$ cat src/rtl/multi_comparer_sync_if.sv
`default_nettype none
// ============================================================================
// Module   : multi_comparer_sync_if
// Brief    : Byte-stream and result bundle for multi_comparer_sync.
//            master = byte source / result consumer, slave = comparer.
// Revision : 1.0  initial release
// ============================================================================
interface multi_comparer_sync_if #(
    parameter int N = 2,
    parameter int L = 5,
    parameter int W = 8
);
    localparam int IDW = (N > 1) ? $clog2(N) : 1;
    localparam int CW  = $clog2(L + 1);

    logic           flush;
    logic           load;
    logic [W-1:0]   data;
    logic           resolve;
    logic           reject;
    logic [IDW-1:0] match_id;
    logic [CW-1:0]  count;

    modport master (
        output flush, load, data,
        input  resolve, reject, match_id, count
    );

    modport slave (
        input  flush, load, data,
        output resolve, reject, match_id, count
    );
endinterface
`default_nettype wire

$ cat src/rtl/multi_comparer_sync.sv
`default_nettype none
// ============================================================================
// Module   : multi_comparer_sync
// Brief    : Matches a byte stream against N fixed-length reference patterns
//            in parallel. Sticky resolve/reject, lowest-index winner, wildcard
//            reference bytes. Optional macro CASE_FOLD_EN enables ASCII
//            case-insensitive compare (reference wildcard test stays unfolded).
// Revision : 1.0  initial release
// ============================================================================
module multi_comparer_sync #(
    parameter int             N        = 2,
    parameter int             L        = 5,
    parameter int             W        = 8,
    parameter logic [N*L*W-1:0] REFS   = {"GPZDA", "GPRMC"},
    parameter logic [W-1:0]   WILDCARD = "?"
) (
    input  wire logic              clock,
    input  wire logic              restart,
    multi_comparer_sync_if.slave   bus
);
    localparam int IDW = (N > 1) ? $clog2(N) : 1;
    localparam int CW  = $clog2(L + 1);

    typedef enum logic [1:0] {
        HUNT      = 2'd0,
        DONE_OK   = 2'd1,
        DONE_FAIL = 2'd2
    } state_t;

    state_t          r_state,  w_state_nx;
    logic [N-1:0]    r_alive,  w_alive_nx;
    logic [CW-1:0]   r_count,  w_count_nx;
    logic [IDW-1:0]  r_id,     w_id_nx;

    logic [N-1:0]    w_eq;
    logic [N-1:0]    w_hit;
    logic [IDW-1:0]  w_low;
    logic [W-1:0]    w_ref;
    int              w_pos;

`ifdef CASE_FOLD_EN
    // Lower-case ASCII letters in the low byte map to upper case; any upper
    // bits of a wider byte pass through untouched.
    function automatic logic [W-1:0] fold(input logic [W-1:0] b);
        logic [W-1:0] f;
        f = b;
        if (b[7:0] >= 8'h61 && b[7:0] <= 8'h7A) begin
            f[7:0] = b[7:0] - 8'h20;
        end
        return f;
    endfunction
`endif

    // Per-pattern byte compare at the current position; count is clamped so
    // the select stays in range once the comparer has finished.
    always_comb begin
        w_eq  = '0;
        w_ref = '0;
        w_pos = (r_count < CW'(L)) ? int'(r_count) : 0;
        for (int i = 0; i < N; i++) begin
            w_ref = REFS[(N-i)*L*W-1-w_pos*W -: W];
`ifdef CASE_FOLD_EN
            w_eq[i] = (w_ref == WILDCARD) || (fold(w_ref) == fold(bus.data));
`else
            w_eq[i] = (w_ref == WILDCARD) || (w_ref == bus.data);
`endif
        end
    end

    // Lowest-index survivor wins when several patterns are still alive.
    always_comb begin
        w_hit = r_alive & w_eq;
        w_low = '0;
        for (int i = N-1; i >= 0; i--) begin
            if (w_hit[i]) begin
                w_low = IDW'(i);
            end
        end
    end

    // Next-state: flush re-arms; a loaded byte in HUNT narrows the alive set
    // and may decide the outcome on the same edge.
    always_comb begin
        w_state_nx = r_state;
        w_alive_nx = r_alive;
        w_count_nx = r_count;
        w_id_nx    = r_id;
        if (bus.flush) begin
            w_state_nx = HUNT;
            w_alive_nx = '1;
            w_count_nx = '0;
            w_id_nx    = '0;
        end else if (r_state == HUNT && bus.load) begin
            w_alive_nx = w_hit;
            w_count_nx = r_count + CW'(1);
            if (w_hit == '0) begin
                w_state_nx = DONE_FAIL;
            end else if (r_count == CW'(L - 1)) begin
                w_state_nx = DONE_OK;
                w_id_nx    = w_low;
            end
        end
    end

    // State register with asynchronous re-arm.
    always_ff @(posedge clock or posedge restart) begin
        if (restart) begin
            r_state <= HUNT;
            r_alive <= '1;
            r_count <= '0;
            r_id    <= '0;
        end else begin
            r_state <= w_state_nx;
            r_alive <= w_alive_nx;
            r_count <= w_count_nx;
            r_id    <= w_id_nx;
        end
    end

    assign bus.resolve  = (r_state == DONE_OK);
    assign bus.reject   = (r_state == DONE_FAIL);
    assign bus.match_id = r_id;
    assign bus.count    = r_count;

endmodule
`default_nettype wire

$ cat src/flat_wrapper.sv
// flat-port wrapper written by rule: the top's interface ports become plain ports
module multi_comparer_sync_flat 
#(
    parameter int             N        = 2,
    parameter int             L        = 5,
    parameter int             W        = 8,
    parameter logic [N*L*W-1:0] REFS   = {"     ", "     "},
    parameter logic [W-1:0]   WILDCARD = " "
)
  (clock, restart, bus_flush, bus_load, bus_data, bus_resolve, bus_reject, bus_match_id, bus_count);
  multi_comparer_sync_if #(.N(N), .L(L), .W(W)) bus_i ();
  input  wire logic clock;
  input  wire logic restart;
  input wire logic [$bits(bus_i.flush)-1:0] bus_flush;
  input wire logic [$bits(bus_i.load)-1:0] bus_load;
  input wire logic [$bits(bus_i.data)-1:0] bus_data;
  output wire logic [$bits(bus_i.resolve)-1:0] bus_resolve;
  output wire logic [$bits(bus_i.reject)-1:0] bus_reject;
  output wire logic [$bits(bus_i.match_id)-1:0] bus_match_id;
  output wire logic [$bits(bus_i.count)-1:0] bus_count;
  assign bus_i.flush = bus_flush;
  assign bus_i.load = bus_load;
  assign bus_i.data = bus_data;
  assign bus_resolve = bus_i.resolve;
  assign bus_reject = bus_i.reject;
  assign bus_match_id = bus_i.match_id;
  assign bus_count = bus_i.count;
  multi_comparer_sync #(.N(N), .L(L), .W(W), .REFS(REFS), .WILDCARD(WILDCARD)) u_core (.clock(clock), .restart(restart), .bus(bus_i));
endmodule
$ cat config.mk
export PLATFORM = sky130hd
export DESIGN_NAME = multi_comparer_sync_flat
export DESIGN_NICKNAME = d
export VERILOG_FILES = /design/src/rtl/multi_comparer_sync_if.sv /design/src/rtl/multi_comparer_sync.sv /design/src/flat_wrapper.sv
export SDC_FILE = /design/constraint.sdc
export NUM_CORES = 1
export LEC_CHECK = 0
export CORE_AREA = 2 2 39 41
export DETAILED_ROUTE_END_ITERATION = 10
export DIE_AREA = 0 0 41 43
export GPL_TIMING_DRIVEN = 0
export PLACE_DENSITY = 0.68
export SLEW_MARGIN = 20
export SYNTH_ARGS = -nofsm -noshare
export SYNTH_HDL_FRONTEND = slang
export SYNTH_SLANG_ARGS = --single-unit
$ cat constraint.sdc
create_clock -name clock -period 2.2 [get_ports clock]
set_clock_uncertainty 0.1 [all_clocks]
set_input_delay 0.66 -clock clock [delete_from_list [all_inputs] [get_ports clock]]
set_output_delay 0.66 -clock clock [all_outputs]
set_load 0.02 [all_outputs]
==> impl_metrics.toml <==
[setup_path]
cp-end-kind = "output pin"
crit_chain = "clkdlybuf4s50_1"
reg2reg_slack_ps = 500
path_class = "register to output pin"
cpPeakStageDelay_ps = 640
worst_path_max_delay_cell = "clkdlybuf4s50_1"
cp-start-kind = "register"
crit_fanout = 5
worstPathRequired_ps = 1440
worst_path_dominant_cell_family = "buffers and inverters"
worstPathArrival_ps = 1330
cp_num_buf_inv = 1

[route]
wl_per_cell_um = 11.4
ant_nets = 0
drt_iter0_markers = 11
drc = 0
viasPerCell = 5.06
vias = 440
drtPass1Iterations = 4
wl_um = 993

[die]
ioPinCount = 18
die_x_um = 41
row_count = 14
coreArea_um2 = 1380
initial_core_util_pct = 36.3
fp.dieH_um = 43
die-area_um2 = 1760

[synthesis]
synth_cell_types = 28
synth-seq-cells = 8
yosysTopAreaCellShare_pct = 29.9
synth.largest_area_cell = "dfrtp_1"
ys_seq_area_share_pct = 40.4
synth_area_um2 = 502
yosys_most_used_dff = "dfrtp_1"
synthArstFlopShare_pct = 100
syn_avg_cell_area_um2 = 9.65
yosys_warnings = 0
synthesis.nets = 68
synthesis.instances = 52
synth.area.top_cells = "dfrtp_1, dfstp_2, ha_1, inv_1, a21oi_1"
synth_edf_count = 0

[sta]
setup_tns_ps = 0
rsz0062_at_grt = "false"
hold_viol = 0
setup_viol = 0
final.min_clock_period_ps = 2090
slew_violations = 0
fmax_mhz = 480
worst_pin_slew_ps = 428
period_share_pct = 94.8
slew_headroom_pct = 71.3

[power_and_ir_drop]
p_leak_nw = 0.319
ir_worst_vdd_mv = 0.333
pwr_density_cell_nw_per_um2 = 468

[place]
gp_congestion = 0.801
place_area_um2 = 682
placed_cells = 84
io_buffers = 16
dp_hpwl_um = 800

[clock_network]
clkTransAtPathRegs_ps = 50
cts_setup_buffers = 0
clockRootBuffer = "clkbuf_4"
numCtsBuffers = 3
h-tree-depth = 1
cts_sinks = 8
cts_tree = "built"
hold_buffers = 0
clock_latency_ps = 250
clockBufferDepth = 2

[global_route]
grt_overflow = 0
antenna_found_initial = 0
first_global_vias = 458
grt_pass1_wl_um = 1770
gr-usage-all-layers_pct = 15.2
grt_max_degree = 10

[cells_and_area]
diodes = 0
fin_nets = 89
drive_gt1_share_pct = 15.5
areaGrowthSynthToFinish_pct = 40.6
num-fill-cells = 134
layout.cells.non_filler = 87
design_area_um2 = 706

[run]
drv_cap = 0

[min_path]
hp-class = "register to register"

[run_status]
status = "finished, final reports clean"
==> flip-flops by register name, indices dropped and copies added (netlist names) <==
| name | cells |
|---|---|
| u_core.bus.match_id | 1 |
| u_core.bus.count | 3 |
| u_core.r_alive | 2 |
| u_core.r_state | 2 |
==> cell usage after synthesis (2+ instances only) <==
library cell / n
dfrtp_1: 6
nand2b_1: 2
nor4_1: 2
ha_1: 4
a21oi_1: 4
nand2_1: 2
dfstp_2: 2
nor2_1: 2
inv_1: 8
o21ai_1: 2
==> path summary, 6_finish.rpt <==
check	depth (start not counted)	from	end
worst max register to register	7	u_core.bus.count[2]	u_core.r_state[1]
worst max-delay path	1	u_core.bus.count[0]	bus_count[0]
worst min register to register	2	u_core.r_alive[1]	u_core.r_alive[1]
max in group asynchronous	2	restart	u_core.r_alive[1]
min in group asynchronous	2	restart	u_core.bus.count[2]
worst min-delay path	2	u_core.r_alive[1]	u_core.r_alive[1]
==> power by group <==
| part | switching [mW] | total (mW) | internal (mW) | leakage (nW) |
|---|---|---|---|---|
| registers | 0.00614 | 0.158 | 0.152 | 0.103 |
| logic | 0.0274 | 0.0622 | 0.0347 | 0.202 |
| clock network | 0.0480 | 0.110 | 0.0623 | 0.0138 |
==> what timing repair did <==
item	4_1_cts	5_1_grt
resized for setup	1	1
setup endpoints to repair	1	1
pin swaps	0	0
==> final cells by class <==
cell class | count | area, µm² | share of cell area, %
repair buffers | 16 | 161 | 22.9
clock buffers | 3 | 22.5 | 3.19
inverters | 8 | 30.0 | 4.26
plain buffers | 1 | 3.75 | 0.532
well taps | 16 | 20.0 | 2.84
multi-input cells | 35 | 265 | 37.6
flip-flops and latches | 8 | 203 | 28.7
==> metrics by stage <==
stage | utilization, % | total power, mW | worst slack [ps] | hold slack, ps
floorplan | - | 0.190 | 518 | 374
global placement | 49.3 | 0.222 | 24.2 | 400
detailed placement | 49.3 | 0.223 | 16.9 | 407
CTS | 50.8 | 0.336 | 27.3 | 411
global route | 51.0 | 0.359 | 50.1 | 456
finish | 51.0 | 0.330 | 115 | 413
==> routing by layer <==
layer / wire length, µm / vias up / track usage (%)
met3: 85 / 2 / 3.14
met5: 0 / - / 0
li1: - / 219 / -
met4: 21 / 0 / 10.0
met2: 477 / 18 / 24.1
met1: 408 / 201 / 17.3
==> cells by family after synthesis <==
family          count (synthesis)  synth area share, %
simple gates                   20                 27.2
compound gates                 10                 14.0
buf+inv                         9                 6.73
flops                           8                 40.4
fa+ha+maj                       4                 9.98
xor+xnor                        1                 1.75
==> cells in the final DEF, fill, tap and decap left out, types with 2 or more instances in the layout <==
master | Yosys | final
clkdlybuf4s50_1 | 0 | 14
inv_1 | 8 | 8
dfrtp_1 | 6 | 6
a21oi_1 | 4 | 4
ha_1 | 4 | 4
clkbuf_4 | 0 | 3
nand2_1 | 2 | 2
nor4_1 | 2 | 2
o21ai_1 | 2 | 2
nor2_1 | 2 | 2
nand2b_1 | 2 | 2
dfstp_2 | 2 | 2
Power figures use the tool's default switching activity.
